--- src/rtl/tof_pkg.sv ---
// rtl/tof_pkg.sv - shared ToF frame constants, FSM state and stream beat types
package tof_pkg;

    localparam int N_SENSORS    = 8;
    localparam int ZONES        = 64;
    localparam int TOF_ADDR_W   = 9;
    localparam int TOF_DATA_W   = 16;
    localparam int TOF_ZONE_W   = $clog2(ZONES);
    localparam int TOF_SENSOR_W = $clog2(N_SENSORS);

    typedef enum logic [1:0] {
        IDLE  = 2'd0,
        READ  = 2'd1,
        DRAIN = 2'd2,
        DONE  = 2'd3
    } tof_state_t;

    typedef struct packed {
        logic [TOF_DATA_W-1:0]   data;
        logic [TOF_SENSOR_W-1:0] sensor;
        logic [TOF_ZONE_W-1:0]   zone;
        logic                    last;
    } tof_beat_t;

endpackage

--- src/rtl/tof_frame_streamer_if.sv ---
// rtl/tof_frame_streamer_if.sv - valid/ready ToF sample stream (data, sensor, zone, last)
// master: m_valid, m_data, m_sensor, m_zone, m_last out; m_ready in.
// slave:  mirror of master.
interface tof_frame_streamer_if
    import tof_pkg::*;
#(
    parameter int DATA_W = TOF_DATA_W,
    parameter int ADDR_W = TOF_ADDR_W,
    parameter int ZONE_W = TOF_ZONE_W
);
    logic                     m_valid;
    logic                     m_ready;
    logic [DATA_W-1:0]        m_data;
    logic [ADDR_W-ZONE_W-1:0] m_sensor;
    logic [ZONE_W-1:0]        m_zone;
    logic                     m_last;

    modport master (
        output m_valid, m_data, m_sensor, m_zone, m_last,
        input  m_ready
    );

    modport slave (
        input  m_valid, m_data, m_sensor, m_zone, m_last,
        output m_ready
    );
endinterface

--- src/rtl/tof_skid_fifo.sv ---
// rtl/tof_skid_fifo.sv - small synchronous FIFO absorbing BRAM read latency
// Ports: clk, reset (async active-low), push/din write side, pop/dout read side
// (dout is the current head, valid while !empty), full, empty, count.
module tof_skid_fifo #(
    parameter int DEPTH = 2,
    parameter int WIDTH = 8,
    parameter int CNT_W = $clog2(DEPTH + 1)
) (
    input  logic             clk,
    input  logic             reset,
    input  logic             push,
    input  logic [WIDTH-1:0] din,
    input  logic             pop,
    output logic [WIDTH-1:0] dout,
    output logic             full,
    output logic             empty,
    output logic [CNT_W-1:0] count
);
    localparam int PTR_W = (DEPTH > 1) ? $clog2(DEPTH) : 1;

    logic [WIDTH-1:0] mem [DEPTH];
    logic [PTR_W-1:0] wr_ptr, rd_ptr;
    logic             do_push, do_pop;

    function automatic logic [PTR_W-1:0] ptr_inc(input logic [PTR_W-1:0] p);
        return (p == PTR_W'(DEPTH - 1)) ? '0 : p + 1'b1;
    endfunction

    assign full    = (count == CNT_W'(DEPTH));
    assign empty   = (count == '0);
    assign do_pop  = pop && !empty;
    // A simultaneous pop frees the slot, so push into a full FIFO is fine then.
    assign do_push = push && (!full || do_pop);
    assign dout    = mem[rd_ptr];

    always_ff @(posedge clk) begin
        if (do_push) begin
            mem[wr_ptr] <= din;
        end
    end

    always_ff @(posedge clk or negedge reset) begin
        if (!reset) begin
            wr_ptr <= '0;
            rd_ptr <= '0;
            count  <= '0;
        end else begin
            if (do_push) wr_ptr <= ptr_inc(wr_ptr);
            if (do_pop)  rd_ptr <= ptr_inc(rd_ptr);
            case ({do_push, do_pop})
                2'b10:   count <= count + 1'b1;
                2'b01:   count <= count - 1'b1;
                default: count <= count;
            endcase
        end
    end
endmodule

--- src/rtl/tof_frame_streamer.sv ---
// rtl/tof_frame_streamer.sv - streams one ToF frame from BRAM port B with sensor/zone tags
// Ports: clk, reset (async active-low), drdy (frame-written pulse), addrb/doutb
// (BRAM port B), m (stream master), busy, frame_done (pulse after last beat),
// overrun_cnt (saturating count of drdy ignored while busy).
// Optional TOF_FRAME_STATS_EN: frame_min, frame_max, frame_zero_cnt per frame.
module tof_frame_streamer
    import tof_pkg::*;
#(
    parameter int ADDR_W = TOF_ADDR_W,
    parameter int DATA_W = TOF_DATA_W,
    parameter int ZONE_W = TOF_ZONE_W,
    parameter int RD_LAT = 1,
    parameter int OVR_W  = 8
) (
    input  logic                 clk,
    input  logic                 reset,
    input  logic                 drdy,
    output logic [ADDR_W-1:0]    addrb,
    input  logic [DATA_W-1:0]    doutb,
    tof_frame_streamer_if.master m,
    output logic                 busy,
    output logic                 frame_done,
    output logic [OVR_W-1:0]     overrun_cnt
`ifdef TOF_FRAME_STATS_EN
    ,
    output logic [DATA_W-1:0]    frame_min,
    output logic [DATA_W-1:0]    frame_max,
    output logic [ADDR_W:0]      frame_zero_cnt
`endif
);
    localparam int DEPTH  = RD_LAT + 1;
    localparam int CNT_W  = $clog2(DEPTH + 1);
    localparam int BEAT_W = DATA_W + ADDR_W + 1;
    localparam logic [CNT_W:0] DEPTH_C = (CNT_W + 1)'(DEPTH);

    tof_state_t state, state_nxt;

    logic [RD_LAT-1:0] tag_v;
    logic [ADDR_W-1:0] tag_a [RD_LAT];
    logic [CNT_W-1:0]  inflight;
    logic [CNT_W:0]    occ;
    logic              issue, pop, push, drain_done;

    logic [BEAT_W-1:0] fifo_din, fifo_dout;
    logic              fifo_full, fifo_empty;
    logic [CNT_W-1:0]  fifo_count;

    // Read issue: credits count FIFO slots not yet claimed by stored words or
    // reads in flight. A pop this cycle frees a slot that a read issued now
    // can only fill RD_LAT cycles later, so it counts as a credit already.
    always_comb begin
        inflight = '0;
        for (int i = 0; i < RD_LAT; i++) begin
            inflight = inflight + CNT_W'(tag_v[i]);
        end
        occ   = {1'b0, fifo_count} + {1'b0, inflight} - (CNT_W + 1)'(pop);
        issue = (state == READ) && (occ < DEPTH_C);
    end

    assign push     = tag_v[RD_LAT-1];
    assign fifo_din = {doutb, tag_a[RD_LAT-1], (tag_a[RD_LAT-1] == '1)};
    assign pop      = m.m_valid && m.m_ready;

    // Look ahead by one pop so frame_done follows the final handshake directly.
    assign drain_done = (tag_v == '0) &&
                        (fifo_empty || (fifo_count == CNT_W'(1) && pop));

    // Issue-valid/address tag pipe, aligned with doutb on exit.
    always_ff @(posedge clk or negedge reset) begin
        if (!reset) begin
            tag_v <= '0;
            for (int i = 0; i < RD_LAT; i++) tag_a[i] <= '0;
        end else begin
            tag_v[0] <= issue;
            tag_a[0] <= addrb;
            for (int i = 1; i < RD_LAT; i++) begin
                tag_v[i] <= tag_v[i-1];
                tag_a[i] <= tag_a[i-1];
            end
        end
    end

    always_ff @(posedge clk or negedge reset) begin
        if (!reset) begin
            addrb <= '0;
        end else if (state == IDLE && drdy) begin
            addrb <= '0;
        end else if (issue) begin
            addrb <= addrb + 1'b1;
        end
    end

    always_ff @(posedge clk or negedge reset) begin
        if (!reset) begin
            overrun_cnt <= '0;
        end else if (drdy && state != IDLE && overrun_cnt != '1) begin
            overrun_cnt <= overrun_cnt + 1'b1;
        end
    end

    // FSM: state register
    always_ff @(posedge clk or negedge reset) begin
        if (!reset) state <= IDLE;
        else        state <= state_nxt;
    end

    // FSM: next state
    always_comb begin
        state_nxt = state;
        case (state)
            IDLE:    if (drdy) state_nxt = READ;
            READ:    if (issue && addrb == '1) state_nxt = DRAIN;
            DRAIN:   if (drain_done) state_nxt = DONE;
            DONE:    state_nxt = IDLE;
            default: state_nxt = IDLE;
        endcase
    end

    // FSM: outputs
    always_comb begin
        busy       = (state == READ) || (state == DRAIN);
        frame_done = (state == DONE);
    end

    tof_skid_fifo #(
        .DEPTH (DEPTH),
        .WIDTH (BEAT_W),
        .CNT_W (CNT_W)
    ) u_fifo (
        .clk   (clk),
        .reset (reset),
        .push  (push),
        .din   (fifo_din),
        .pop   (pop),
        .dout  (fifo_dout),
        .full  (fifo_full),
        .empty (fifo_empty),
        .count (fifo_count)
    );

    fifo_overflow: assert property (@(posedge clk) disable iff (!reset)
        !(push && fifo_full && !pop));

    assign m.m_valid = !fifo_empty;
    assign {m.m_data, m.m_sensor, m.m_zone, m.m_last} = fifo_dout;

`ifdef TOF_FRAME_STATS_EN
    logic [DATA_W-1:0] run_min, run_max;
    logic [ADDR_W:0]   run_zero;

    // Zero means "no return" and is counted rather than treated as a minimum.
    always_ff @(posedge clk or negedge reset) begin
        if (!reset) begin
            run_min        <= '1;
            run_max        <= '0;
            run_zero       <= '0;
            frame_min      <= '1;
            frame_max      <= '0;
            frame_zero_cnt <= '0;
        end else begin
            if (state == IDLE && drdy) begin
                run_min  <= '1;
                run_max  <= '0;
                run_zero <= '0;
            end else if (pop) begin
                if (m.m_data == '0)         run_zero <= run_zero + 1'b1;
                else if (m.m_data < run_min) run_min  <= m.m_data;
                if (m.m_data > run_max)      run_max  <= m.m_data;
            end
            if (state == DONE) begin
                frame_min      <= run_min;
                frame_max      <= run_max;
                frame_zero_cnt <= run_zero;
            end
        end
    end
`endif
endmodule

--- src/flat_wrapper.sv ---
// flat-port wrapper written by rule: the top's interface ports become plain ports
module tof_frame_streamer_flat import tof_pkg::*;
#(
    parameter int ADDR_W = TOF_ADDR_W,
    parameter int DATA_W = TOF_DATA_W,
    parameter int ZONE_W = TOF_ZONE_W,
    parameter int RD_LAT = 1,
    parameter int OVR_W  = 8
)
  (clk, reset, drdy, addrb, doutb, busy, frame_done, overrun_cnt, m_m_valid, m_m_data, m_m_sensor, m_m_zone, m_m_last, m_m_ready);
  tof_frame_streamer_if #(.DATA_W(DATA_W), .ADDR_W(ADDR_W), .ZONE_W(ZONE_W)) m_i ();
  input  logic clk;
  input  logic reset;
  input  logic drdy;
  output logic [ADDR_W-1:0] addrb;
  input  logic [DATA_W-1:0] doutb;
  output logic busy;
  output logic frame_done;
  output logic [OVR_W-1:0] overrun_cnt;
  output wire logic [$bits(m_i.m_valid)-1:0] m_m_valid;
  output wire logic [$bits(m_i.m_data)-1:0] m_m_data;
  output wire logic [$bits(m_i.m_sensor)-1:0] m_m_sensor;
  output wire logic [$bits(m_i.m_zone)-1:0] m_m_zone;
  output wire logic [$bits(m_i.m_last)-1:0] m_m_last;
  input wire logic [$bits(m_i.m_ready)-1:0] m_m_ready;
  assign m_m_valid = m_i.m_valid;
  assign m_m_data = m_i.m_data;
  assign m_m_sensor = m_i.m_sensor;
  assign m_m_zone = m_i.m_zone;
  assign m_m_last = m_i.m_last;
  assign m_i.m_ready = m_m_ready;
  tof_frame_streamer #(.ADDR_W(ADDR_W), .DATA_W(DATA_W), .ZONE_W(ZONE_W), .RD_LAT(RD_LAT), .OVR_W(OVR_W)) u_core (.clk(clk), .reset(reset), .drdy(drdy), .addrb(addrb), .doutb(doutb), .m(m_i), .busy(busy), .frame_done(frame_done), .overrun_cnt(overrun_cnt));
endmodule
--- config.mk ---
export PLATFORM = sky130hd
export DESIGN_NAME = tof_frame_streamer_flat
export DESIGN_NICKNAME = d
export VERILOG_FILES = /design/src/rtl/tof_pkg.sv /design/src/rtl/tof_frame_streamer_if.sv /design/src/rtl/tof_skid_fifo.sv /design/src/rtl/tof_frame_streamer.sv /design/src/flat_wrapper.sv
export SDC_FILE = /design/constraint.sdc
export NUM_CORES = 1
export LEC_CHECK = 0
export ABC_CLOCK_PERIOD_IN_PS = 3100
export BUFFER_PORTS_ARGS = -buffer_cell sky130_fd_sc_hd__clkbuf_2
export CORE_MARGIN = 5
export CORE_UTILIZATION = 53
export DETAILED_ROUTE_END_ITERATION = 7
export PLACE_DENSITY = 0.77
export SLEW_MARGIN = 25
export SYNTH_ARGS = -nofsm -noshare
export SYNTH_HDL_FRONTEND = slang
export SYNTH_SLANG_ARGS = --single-unit
--- constraint.sdc ---
create_clock -name clk -period 3.1 [get_ports clk]
set_input_delay 0.465 -clock clk [delete_from_list [all_inputs] [get_ports clk]]
set_output_delay 0.465 -clock clk [all_outputs]
set_load 0.005 [all_outputs]
==> flow_metrics.py <==
metrics = {
    "drt": {
        "drcViolationCount": 0,
        "via_per_inst": 5.19,
        "vias": 1978,
        "wirelength_um": 5690,
        "wire_per_inst_um": 14.9,
        "drtAntennaViolNets": 0,
        "dr.first_iter.drc_count": 95,
        "first_pass_iters": 4,
    },
    "finish": {
        "utilization_pct": 64.2,
        "final_common_cell": "clkbuf_2",
        "diodes": 0,
        "fillers": 461,
        "mostFrequentLayoutCells": "clkbuf_2 (65), edfxtp_1 (52), dfrtp_1 (33)",
        "area_growth_pct": 18.4,
        "nets": 331,
        "final_cells": 381,
        "final_layout_size_suffix_gt1_share_pct": 38.8,
        "seq_area_um2": 2390,
        "multi_input_area_um2": 1010,
    },
    "synth": {
        "synth_cells": 223,
        "synth_ff_type": "edfxtp_1",
        "ys_seq_elements": 85,
        "synth_cell_type_count": 36,
        "synth_edf_count": 52,
        "seq_area_frac_synth_pct": 69.4,
        "async_reset_ff_share_pct": 38.8,
        "syn_area_um2": 3440,
        "ys_warn_count": 0,
        "synth.avg_cell_area_um2": 15.4,
        "postSynthNetCount": 255,
    },
    "setup_path": {
        "worstSetupEndpoint": "u_core.state[1]",
        "cp.arrival_ps": 3110,
        "critPathCaptureType": "register",
        "r2r_cells": 11,
        "required_ps": 3320,
        "reg2reg_to": "u_core.state[1]",
        "ff2ff_setup_slack_ps": 200,
        "r2r-start": "u_core.u_fifo.count[0]",
        "start_kind": "register",
        "path_max_fanout": 10,
        "startpoint": "u_core.u_fifo.count[0]",
        "worstSetupPathType": "reg2reg",
    },
    "clocking": {
        "clk_latency_ps": 330,
        "clockBufferDepth": 2,
        "cts-buffers-inserted": 9,
        "cts_tree": "yes",
        "root_buffer": "clkbuf_8",
        "ctsHoldBuffers": 0,
        "clock_sinks": 85,
        "clkTransAtPathRegs_ps": 80,
        "h-tree-depth": 3,
    },
    "timing": {
        "maxSlewHeadroom_pct": 48.0,
        "finalSetupViolations": 0,
        "period_minus_slack_ps": 2900,
        "tightestPinTransition_ps": 779,
        "rsz0062_at_grt": "false",
        "report.final.slew_viol_count": 0,
        "final.setup.worst_slack_ps": 203,
        "skew_ps": 6.66,
        "period_share_pct": 93.4,
        "fmax_ghz": 0.345,
        "setup_tns_ps": 0,
        "holdWs_ps": 194,
        "finalHoldViolations": 0,
    },
    "die": {
        "die-area_um2": 8210,
        "fp-row-count": 29,
        "start_util_pct": 54.2,
        "chipHeight_um": 90.6,
        "die_w_um": 90.6,
        "pin_count": 66,
        "core-area_um2": 6350,
    },
    "place": {
        "placedCellCount": 365,
        "place_ws_ps": 50.1,
        "io_buffers": 65,
        "dpl.hpwl_um": 3970,
        "place.gp.congestion": 0.804,
    },
    "grt": {
        "grt_max_degree": 34,
        "track_usage_pct": 14.6,
        "grt_pass1_wl_um": 9800,
        "grt_pass1_vias": 2109,
        "antenna_found_initial": 0,
        "gr-total-overflow": 0,
    },
    "power": {
        "peakVddDrop_mv": 0.558,
        "power_density_nw_per_um2": 858,
        "power.leakage_uw": 0.00169,
    },
    "status": {
        "status": "complete, no violations",
    },
    "run": {
        "drv_cap": 0,
    },
    "hold_path": {
        "hold_class": "in2async",
    },
}
routing by layer:
layer	track usage (%)	vias up	part of all wire, %
li1	-	956	-
met4	6.58	0	1.3
met3	3.50	6	6.1
met5	0	-	0
met1	19.7	953	46
met2	22.5	63	46
synth_stat cells (2+ instances only):
library cell | instances | area [µm²]
a21oi_1 | 4 | 20.0
o21ai_0 | 3 | 15.0
nand3_1 | 5 | 25.0
buf_2 | 2 | 10.0
nand4_1 | 5 | 31.3
dfrtp_1 | 33 | 826
nand2_1 | 12 | 45.0
nor4_1 | 3 | 18.8
edfxtp_1 | 52 | 1560
xor2_1 | 3 | 26.3
nor3_1 | 3 | 15.0
inv_1 | 9 | 33.8
mux2_2 | 28 | 315
nor2_1 | 14 | 52.6
nand2b_1 | 2 | 12.5
nor3b_1 | 2 | 15.0
and3_1 | 2 | 12.5
xnor2_1 | 13 | 114
ha_1 | 11 | 138
worst min-delay path by stage:
stage | slack [ps] | endpoint | start | depth (start not counted)
after floorplan | 170 | u_core.addrb[0] | reset | 0
after global placement | 440 | u_core.tag_a[6] | u_core.addrb[6] | 0
after detailed placement | 440 | u_core.tag_a[6] | u_core.addrb[6] | 0
after CTS | 220 | u_core.overrun_cnt[7] | reset | 1
after global routing | 260 | u_core.overrun_cnt[7] | reset | 1
final | 190 | u_core.overrun_cnt[6] | reset | 1
stage by stage:
step | total power, µW | instance area, µm²
after global routing | 3740 | 4070
final | 3500 | 4070
after detailed placement | 2780 | 3880
after global placement | 2750 | 3880
after CTS | 3540 | 4070
after floorplan | 2360 | 3440
worst max-delay path, cell delays in order, from the launching register on:
cell and delay (ps):
dfrtp_1 410, inv_2 90, ha_2 190, nand2b_2 160
inv_1 70, ha_1 290, nand2b_1 150, fa_1 400
xor2_2 220, nand3b_1 230, a211oi_2 260, mux2_4 320
area by class of cell:
type | instances | share of cell area (%)
Clock buffer | 10 | 3.13
Clock inverter | 6 | 1.54
Inverter | 9 | 0.829
Multi-Input combinational cell | 125 | 24.8
Sequential cell | 85 | 58.6
Tap cell | 77 | 2.36
Timing Repair Buffer | 69 | 8.72
registers in the layout (all words and copies together) (netlist names):
name	count
u_core.addrb	9
u_core.u_fifo.mem	52
u_core.tag_a	9
u_core.u_fifo.wr_ptr	1
u_core.u_fifo.rd_ptr	1
u_core.u_fifo.count	2
u_core.overrun_cnt	8
u_core.state	2
u_core.push	1
report_power, final:
part	total, µW	internal, µW	switching [µW]
Clock	748	372	377
Sequential	1580	1440	134
Combinational	1170	577	596
Total	3500	2390	1110
repair_timing:
item,CTS,global route
setup buffers,0,0
gates resized for setup,0,3
setup endpoints to repair,0,4
cells by family (layout without fill, tap and decap cells):
family | after synthesis | count (layout) | share of synthesized area (%)
multiplexers | 30 | 30 | 9.89
AO/OA/AOI/OAI | 13 | 13 | 2.44
XOR/XNOR | 17 | 17 | 4.54
flip-flops | 85 | 85 | 69.4
buffers and inverters | 13 | 94 | 1.49
adder cells (fa/ha/maj) | 12 | 12 | 4.58
AND/OR/NAND/NOR | 53 | 53 | 7.71
(Power assumes the default switching activity.)
